File: config.mk
export PLATFORM = sky130hd
export DESIGN_NAME = mc_datapath
export DESIGN_NICKNAME = d
export VERILOG_FILES = /design/src/rtl/mips_pkg.sv /design/src/rtl/mc_datapath_alu.sv /design/src/rtl/mc_datapath.sv
export SDC_FILE = /design/constraint.sdc
export NUM_CORES = 2
export LEC_CHECK = 0
export CORE_MARGIN = 2
export CORE_UTILIZATION = 40
export DETAILED_ROUTE_END_ITERATION = 6
export REMOVE_ABC_BUFFERS = 1
export SLEW_MARGIN = 20
export SYNTH_ARGS = -nofsm -noshare
export SYNTH_HDL_FRONTEND = slang
export SYNTH_SLANG_ARGS = --single-unit
File: constraint.sdc
create_clock -name clk -period 8.66 [get_ports clk]
set_input_delay 0.866 -clock clk [delete_from_list [all_inputs] [get_ports clk]]
set_output_delay 0.866 -clock clk [all_outputs]
set_load 0.005 [all_outputs]
File: src/rtl/mips_pkg.sv
// Shared definitions for the multi-cycle MIPS-I subset datapath:
// FSM states, ALU operation encoding and opcode/funct field values.
package mips_pkg;

  typedef enum logic [2:0] {
    FETCH,
    DECODE,
    EXEC,
    MEM,
    WB,
    HALT
  } state_e;

  typedef enum logic [2:0] {
    ALU_ADD,
    ALU_SUB,
    ALU_AND,
    ALU_OR,
    ALU_SLT
  } alu_op_e;

  // Primary opcodes (instr[31:26])
  localparam logic [5:0] OP_RTYPE = 6'h00;
  localparam logic [5:0] OP_J     = 6'h02;
  localparam logic [5:0] OP_BEQ   = 6'h04;
  localparam logic [5:0] OP_ADDI  = 6'h08;
  localparam logic [5:0] OP_LW    = 6'h23;
  localparam logic [5:0] OP_SW    = 6'h2B;

  // R-type function codes (instr[5:0])
  localparam logic [5:0] FN_JR  = 6'h08;
  localparam logic [5:0] FN_ADD = 6'h20;
  localparam logic [5:0] FN_SUB = 6'h22;
  localparam logic [5:0] FN_AND = 6'h24;
  localparam logic [5:0] FN_OR  = 6'h25;
  localparam logic [5:0] FN_SLT = 6'h2A;

endpackage

File: src/rtl/mc_datapath_alu.sv
// Combinational ALU: wrap-around add/sub, bitwise and/or, signed set-less-than.
module alu
  import mips_pkg::*;
#(
  parameter int XLEN = 32
) (
  input  logic [XLEN-1:0] a,
  input  logic [XLEN-1:0] b,
  input  alu_op_e         op,
  output logic [XLEN-1:0] y,
  output logic            zero
);

  // Result select and zero flag
  always_comb begin
    y = '0;
    case (op)
      ALU_ADD: y = a + b;
      ALU_SUB: y = a - b;
      ALU_AND: y = a & b;
      ALU_OR:  y = a | b;
      ALU_SLT: y = {{(XLEN-1){1'b0}}, ($signed(a) < $signed(b))};
      default: y = '0;
    endcase
    zero = (y == '0);
  end

endmodule

File: src/rtl/mc_datapath.sv
// Multi-cycle MIPS-I subset datapath: FETCH/DECODE/EXEC/MEM/WB/HALT sequencing,
// internal register file (not cleared by reset), handshaked instruction and
// data memory ports.
module mc_datapath
  import mips_pkg::*;
#(
  parameter int              XLEN     = 32,
  parameter int              NREG     = 32,
  parameter logic [XLEN-1:0] RESET_PC = XLEN'(32'h0000_0000)
) (
  input  logic            clk,
  input  logic            rst,
  output logic            imem_req,
  output logic [XLEN-1:0] imem_addr,
  input  logic            imem_ack,
  input  logic [31:0]     imem_rdata,
  output logic            dmem_req,
  output logic            dmem_we,
  output logic [XLEN-1:0] dmem_addr,
  output logic [XLEN-1:0] dmem_wdata,
  input  logic            dmem_ack,
  input  logic [XLEN-1:0] dmem_rdata,
  output logic [XLEN-1:0] pc,
  output logic            halted
);

  localparam int RW = (NREG > 1) ? $clog2(NREG) : 1;

  state_e          r_state;
  logic [XLEN-1:0] r_pc;
  logic [31:0]     r_ir;
  logic [XLEN-1:0] r_a;
  logic [XLEN-1:0] r_b;
  logic [XLEN-1:0] r_imm;
  logic [XLEN-1:0] r_aluout;
  logic [XLEN-1:0] r_mdr;
  logic            r_halted;
  logic [XLEN-1:0] r_rf [NREG];

  logic [5:0]      w_op;
  logic [5:0]      w_funct;
  logic [RW-1:0]   w_rs;
  logic [RW-1:0]   w_rt;
  logic [RW-1:0]   w_rd;
  logic            w_is_r;
  logic            w_is_jr;
  logic            w_is_ralu;
  logic            w_is_lw;
  logic            w_is_sw;
  logic            w_is_beq;
  logic            w_is_addi;
  logic            w_is_j;
  logic            w_legal;
  logic [XLEN-1:0] w_rs_val;
  logic [XLEN-1:0] w_rt_val;
  logic [XLEN-1:0] w_alu_b;
  alu_op_e         w_alu_op;
  logic [XLEN-1:0] w_alu_y;
  logic            w_alu_zero;
  logic [RW-1:0]   w_wdst;
  logic [XLEN-1:0] w_wdata;
  logic            w_rf_we;

  assign w_op      = r_ir[31:26];
  assign w_funct   = r_ir[5:0];
  assign w_rs      = r_ir[21 +: RW];
  assign w_rt      = r_ir[16 +: RW];
  assign w_rd      = r_ir[11 +: RW];

  assign w_is_r    = (w_op == OP_RTYPE);
  assign w_is_jr   = w_is_r && (w_funct == FN_JR);
  assign w_is_ralu = w_is_r && ((w_funct == FN_ADD) || (w_funct == FN_SUB) ||
                                (w_funct == FN_AND) || (w_funct == FN_OR)  ||
                                (w_funct == FN_SLT));
  assign w_is_lw   = (w_op == OP_LW);
  assign w_is_sw   = (w_op == OP_SW);
  assign w_is_beq  = (w_op == OP_BEQ);
  assign w_is_addi = (w_op == OP_ADDI);
  assign w_is_j    = (w_op == OP_J);
  assign w_legal   = w_is_ralu || w_is_jr || w_is_lw || w_is_sw ||
                     w_is_beq || w_is_addi || w_is_j;

  // Register 0 is never written, so force its read value rather than rely on storage
  assign w_rs_val  = (w_rs == '0) ? '0 : r_rf[w_rs];
  assign w_rt_val  = (w_rt == '0) ? '0 : r_rf[w_rt];

  assign w_alu_b   = (w_is_r || w_is_beq) ? r_b : r_imm;

  // ALU operation from opcode/funct; beq compares by subtraction
  always_comb begin
    w_alu_op = ALU_ADD;
    if (w_is_beq) begin
      w_alu_op = ALU_SUB;
    end else if (w_is_r) begin
      case (w_funct)
        FN_SUB:  w_alu_op = ALU_SUB;
        FN_AND:  w_alu_op = ALU_AND;
        FN_OR:   w_alu_op = ALU_OR;
        FN_SLT:  w_alu_op = ALU_SLT;
        default: w_alu_op = ALU_ADD;
      endcase
    end
  end

  alu #(.XLEN(XLEN)) u_alu (
    .a    (r_a),
    .b    (w_alu_b),
    .op   (w_alu_op),
    .y    (w_alu_y),
    .zero (w_alu_zero)
  );

  assign w_wdst  = w_is_r ? w_rd : w_rt;
  assign w_wdata = w_is_lw ? r_mdr : r_aluout;
  assign w_rf_we = rst && (r_state == WB) && (w_wdst != '0);

  // Register file write port; contents survive reset
  always_ff @(posedge clk) begin
    if (w_rf_we) begin
      r_rf[w_wdst] <= w_wdata;
    end
  end

  // Main sequencer: one instruction through FETCH..WB, HALT on illegal encoding
  always_ff @(posedge clk) begin
    if (!rst) begin
      r_state  <= FETCH;
      r_pc     <= RESET_PC;
      r_ir     <= '0;
      r_a      <= '0;
      r_b      <= '0;
      r_imm    <= '0;
      r_aluout <= '0;
      r_mdr    <= '0;
      r_halted <= 1'b0;
    end else begin
      case (r_state)
        FETCH: begin
          if (imem_ack) begin
            r_ir    <= imem_rdata;
            r_pc    <= r_pc + XLEN'(4);
            r_state <= DECODE;
          end
        end
        DECODE: begin
          r_a   <= w_rs_val;
          r_b   <= w_rt_val;
          r_imm <= {{(XLEN-16){r_ir[15]}}, r_ir[15:0]};
          if (!w_legal) begin
            // PC already advanced past the bad word; point back at it
            r_pc     <= r_pc - XLEN'(4);
            r_halted <= 1'b1;
            r_state  <= HALT;
          end else begin
            r_state <= EXEC;
          end
        end
        EXEC: begin
          r_aluout <= w_alu_y;
          if (w_is_beq) begin
            if (w_alu_zero) begin
              r_pc <= r_pc + (r_imm << 2);
            end
            r_state <= FETCH;
          end else if (w_is_j) begin
            r_pc    <= {r_pc[XLEN-1:28], r_ir[25:0], 2'b00};
            r_state <= FETCH;
          end else if (w_is_jr) begin
            r_pc    <= r_a;
            r_state <= FETCH;
          end else if (w_is_lw || w_is_sw) begin
            r_state <= MEM;
          end else begin
            r_state <= WB;
          end
        end
        MEM: begin
          if (dmem_ack) begin
            r_mdr   <= dmem_rdata;
            r_state <= w_is_lw ? WB : FETCH;
          end
        end
        WB:      r_state <= FETCH;
        HALT:    r_state <= HALT;
        default: r_state <= FETCH;
      endcase
    end
  end

  assign imem_req   = rst && (r_state == FETCH);
  assign imem_addr  = r_pc;
  assign dmem_req   = rst && (r_state == MEM);
  assign dmem_we    = dmem_req && w_is_sw;
  assign dmem_addr  = r_aluout;
  assign dmem_wdata = r_b;
  assign pc         = r_pc;
  assign halted     = r_halted;

endmodule

* Word level (Yosys, flattened, before mapping)
Memories as Yosys holds them, arrays and structs flattened. A register that Yosys moved wholly into a read port is not among the register bits.
Index checks and enable logic that the tools add are counted.
** Word-level totals
- Bits in latches :: 0
- Input bits :: 68
- Bits in read-only memories :: 0
- Bits in writable memories :: 1024
- Memories :: 1
- Register bits :: 212
- Output and inout bits :: 132
** Operators by class
- Bitwise logic cells :: 3
- Reductions and logical operators :: 33
- Shift-type cells :: 0
- Divide/modulo/power cells :: 0
- $lt $le $gt $ge :: 1
- Multiply operators :: 0
- Equal/unequal tests :: 27
- Muxes and demuxes :: 31
- $add $sub $neg :: 5
** Memory list
- r_rf :: words 32, bits a word 32, read ports 2, clocked after Yosys merged registers in 2, wr ports 1, line mc_datapath.sv:38 : logic [XLEN-1:0] r_rf [NREG];
** Operator list (count)
- $mux 32 :: 10
- $pmux 32 s5 :: 1
- $pmux 32 s3 :: 1
- $add 32x32->32 :: 2
- $eq 6x6->1 const B :: 7
- $add 32x3->32 const B :: 1
- $and 32x32->32 :: 1
- $logic_not 32->1 :: 1
- $lt 32x32->1 :: 1
- $or 32x32->32 :: 1
- $sub 32x3->32 const B :: 1
- $sub 32x32->32 :: 1
- $mux 3 :: 10
- $mux 5 :: 5
- $pmux 3 s5 :: 1
- $eq 3x2->1 const B :: 4
- $eq 6x4->1 const B :: 2
- $logic_or 1x1->1 :: 12
- $pmux 3 s4 :: 1
- $logic_not 5->1 :: 2
- $eq 3x3->1 const B :: 3
- $reduce_and 2->1 :: 4
- $logic_and 1x1->1 :: 7
- $eq 3x1->1 const B :: 2
- other kinds (14) :: 19

* Logic depth before layout (Yosys ltp)
- Word-level depth :: 14
- Mapped depth :: 25
- Gate-level depth less buffers :: 20

* Modules after synthesis
From an unflattened synthesis, not the netlist that was laid out.
** Second synthesis, totals
- Cell total of the unflattened synthesis :: 4364
- Area, all modules :: 64444.3 um2
** Modules (own cells, without submodules)
- mc_datapath :: cells an instance 3560, sequential area each 35193.8 um2, times used 1, area each 59215.5 um2
- alu :: cells an instance 804, sequential area each 0.0 um2, times used 1, area each 5228.8 um2

* Least setup slack after synthesis
OpenSTA, ideal clock, no wires.
- Path type :: flip-flop to flip-flop
- From :: reg r_ir[29]
- To :: reg r_pc[15], in the netlist imem_addr[15]
- Data arrival time :: 5.088 ns
- Path slack :: 3.484 ns
- Buffers on the path :: 5
- Data required time :: 8.572 ns
- Stages on the path, launching flop included :: 24
- Clock period less this slack :: 5.176 ns
- Cell sequence :: dfxtp_1 > clkbuf_1 > or4_1 > nor2_1 > buf_2 > buf_1 > a21o_1 > inv_1 > ha_1 > o21ba_2 > a2111o_1 > a32oi_1 > a21oi_1 > xor2_1 > a211oi_1 > nand3_1 > a2111oi_0 > nand4_1 > nor4_2 > o21a_1 > buf_4 > buf_6 > nor2_1 > a311oi_2
** Between the ends
- Word-level cells in the longest chain between the ends :: 10
- Elaborated cells on any way between the ends :: 37
** RTL lines
- start: declaration :: line mc_datapath.sv:31 : logic [31:0] r_ir;
- start signal: assignment :: line mc_datapath.sv:140 : r_ir <= imem_rdata;
- branches (longest 10 deep; another with $sub 32x32->32)
- end signal: assignment :: line mc_datapath.sv:141 : r_pc <= r_pc + XLEN'(4);
- end signal: assignment :: line mc_datapath.sv:151 : r_pc <= r_pc - XLEN'(4);
- end signal: assignment :: line mc_datapath.sv:162 : r_pc <= r_pc + (r_imm << 2);
- end: declaration :: line mc_datapath.sv:30 : logic [XLEN-1:0] r_pc;
Several ways; the timed one is not identified. The select of a mux whose other input is x is not followed.
A chain may end at the register's enable or synchronous reset.

* Worst setup path after layout
- From :: reg r_ir[31]
- To :: reg r_pc[19], in the netlist imem_addr[19]
Same word-level chain as after synthesis.

==> results.cfg <==
[power_and_ir_drop]
net-switching-power_uw = 4640
clkPwrFrac_pct = 37.4
p_leak_uw = 0.0235
power_frac_comb_pct = 20.1
pwr-share-seq_pct = 42.5
p_per_area_nw_per_um2 = 220
peakVddDrop_mv = 0.186
total_power_uw = 16200
switching_share_pct = 28.7
intPower_uw = 11500

[worst_setup_path]
critical_path.max_fanout = 38
cp-end-kind = flop
start_kind = flop
setup.worst_path.class = flop to flop
required_ns = 9.31
worst_ep_arrival_time_ns = 8.57

[floorplan]
die_area_sq_um = 164000
ios = 200
fp.dieH_microns = 405
coreArea_sq_um = 160000
die_w_microns = 405
initial_core_util_pct = 40.2
rows = 147

[clock_network]
clkTransAtPathRegs_ns = 0.06
cts_buffer_depth = 3
cts_root_buffer = clkbuf_16
clk-insertion-delay-late_ns = 0.79
cts_max_level = 4
cts.repair.resized = 0
cts-buffers-inserted = 137
postCtsSetupRepairBufs = 0
cts_sinks = 1246
tritoncts = yes
cts_hold_buf = 0

[sta]
rsz0062_at_grt = false
fin_ws_ns = 0.735
post-route-period-util_pct = 91.5
skew_ns = 0.0621
worstMarginPinSlew_ns = 1.20
drv_slew = 0
clock.fmax_mhz = 126
setup_viol = 0
slew_headroom_pct = 20.0
fin_crit_ns = 7.92
hold_violations = 0

[routing]
wl_mm = 215
routedWlPerCell_microns = 31.8
vias = 42400
ant_nets = 0
drt_iter0_markers = 5642
via_per_inst = 6.25
drtPass1Iterations = 6
route.detailed.drc = 0

[logic_synthesis]
synth_area_leader_cell = edfxtp_1
syn_inst = 4366
avgSynthCellArea_sq_um = 14.7
synth.most_common_cell = edfxtp_1
synth_area_leaders = edfxtp_1 (48%), mux4_2 (22%), dfxtp_1 (6.9%)
yosys_warnings = 0
synth_seq_cells = 1246
synth_cell_types = 82
synth_edf_count = 1024
ys_top_cells_by_count = edfxtp_1 (1,024), mux4_2 (640), nor2_1 (353), nand2_1 (330), a21oi_1 (288)
async_reset_ff_share_pct = 0
yosys_most_used_dff = edfxtp_1
netlist_area_sq_um = 64400
synth_top_area_share_pct = 47.8
seq_area_frac_synth_pct = 54.7

[cells_and_area]
drive_gt1_share_pct = 23.4
fillers = 13900
area_growth_pct = 14.5
post-route-util_pct = 46.0
fin_nets = 4731

[global_routing]
grt_max_degree = 133
grtUsageMet3_pct = 4.58
gr-usage-met1_pct = 37.7
globalRouteMet2Util_pct = 40.1
first_global_vias = 41000
antenna_found_initial = 11
grt_pass1_wl_mm = 306
grt_overflow = 0
grt_usage_pct = 26.2
busiest_layer = met2

[placed_design]
place_ws_ns = 1.09
place_congestion = 0.961
port_buffers = 199
dpl.hpwl_mm = 138

[run_status]
outcome = finished, final reports clean

[job]
maxCapViolCount = 0

[worst_hold_path]
hold_path_class = flop to flop
==> path summary, 6_finish.rpt <==
path	start	to	slack [ns]	cells after the start
worst max register to register	r_ir[31]	imem_addr[19]	0.74	20
worst min register to register	r_mdr[20]	r_mdr[20]	0.45	2
worst max-delay path	r_ir[31]	imem_addr[19]	0.74	20
worst min-delay path	r_mdr[20]	r_mdr[20]	0.45	2
==> logic make-up after synthesis <==
kind of cell | after synthesis | synth area share [%]
buffers and inverters | 450 | 2.87
XOR/XNOR | 55 | 0.748
other | 1 | 0.00583
adder cells (fa/ha/maj) | 158 | 3.12
flip-flops | 1246 | 54.7
multiplexers | 780 | 24.6
AO/OA/AOI/OAI | 738 | 7.53
AND/OR/NAND/NOR | 938 | 6.41
==> cell usage in the layout, fill, tap and decap left out, drive strengths merged, types with 14 or more instances in the layout <==
master	Yosys	final
bufinv	0	16
mux2	35	35
a21oi	288	288
or3	16	16
xnor2	41	41
clkdlybuf4s50	0	199
a311oi	14	14
o21a	20	20
a21o	51	51
conb	1	32
nor2	353	353
edfxtp	1024	1024
o21bai	16	16
o21ai	83	83
mux4	640	640
clkinv	0	48
o211ai	34	34
nand3	40	40
inv	124	135
and2	15	15
nor2b	22	22
buf	122	96
ha	154	154
nand2	330	330
nand2b	26	26
a211oi	78	78
mux2i	105	105
xor2	14	14
and3	14	14
o31ai	18	18
a31oi	19	19
clkbuf	204	172
dfxtp	222	222
nor3	58	58
==> flip-flops by register name (all words and copies together), names as in the netlist, named ones only <==
register,flops
r_rf,1024
dmem_addr,32
dmem_wdata,32
imem_addr,32
r_a,32
r_ir,32
r_mdr,32
r_imm,16
r_state,3
halted,1
==> metrics by stage <==
step,TNS (ns),instance area [sq um],std cells,hold slack (ns)
final,0,73700,6780,0.450
after global routing,0,73700,6779,0.471
after CTS,0,73700,6778,0.455
after detailed placement,0,69000,6525,0.444
after global placement,0,68900,6519,0.439
after floorplan,-223.66,63100,4071,0.433
==> cell type report <==
class | count | area [sq um] | area share (%)
Antenna cell | 1 | 2.50 | 0.00339
Clock buffer | 172 | 3680 | 5.00
Clock inverter | 81 | 957 | 1.30
Inverter | 124 | 473 | 0.642
Multi-Input combinational cell | 2701 | 27700 | 37.6
Sequential cell | 1246 | 35200 | 47.8
Tap cell | 2160 | 2700 | 3.67
Timing Repair Buffer | 295 | 2940 | 3.99
==> per-layer routing <==
layer / vias to the layer above / part of all wire (%)
li1: 17700 / -
met1: 22100 / 41
met2: 2256 / 45
met3: 341 / 9.6
met4: 4 / 3.8
met5: - / 0.011
==> critical path: stages, from the launching register on <==
cell and delay, ns:
dfxtp_1 0.38, or4_1 0.64, nor2_4 0.75, nor2_1 0.09, a21o_1 0.23, inv_1 0.14, ha_1 0.26, o21ba_2 0.23
a2111o_1 0.47, a32oi_1 0.58, a21oi_1 0.27, xor2_1 0.22, a211oi_1 0.37, nand3_1 0.17, a2111oi_0 0.72, nand4_1 0.29
nor4_2 0.75, o21a_2 0.45, buf_4 0.43, nor2_1 0.10, a311oi_2 0.23
==> power by group through the flow <==
stage | Combinational [uW] | Clock, uW | Sequential, uW
2_1_floorplan | 2300 | 0 | 7000
3_3_place_gp | 3190 | 0 | 7000
3_5_place_dp | 3200 | 0 | 7000
4_1_cts | 3220 | 6130 | 6870
5_1_grt | 3500 | 6360 | 6890
6_report | 3250 | 6060 | 6870
Power figures use the tool's default switching activity.
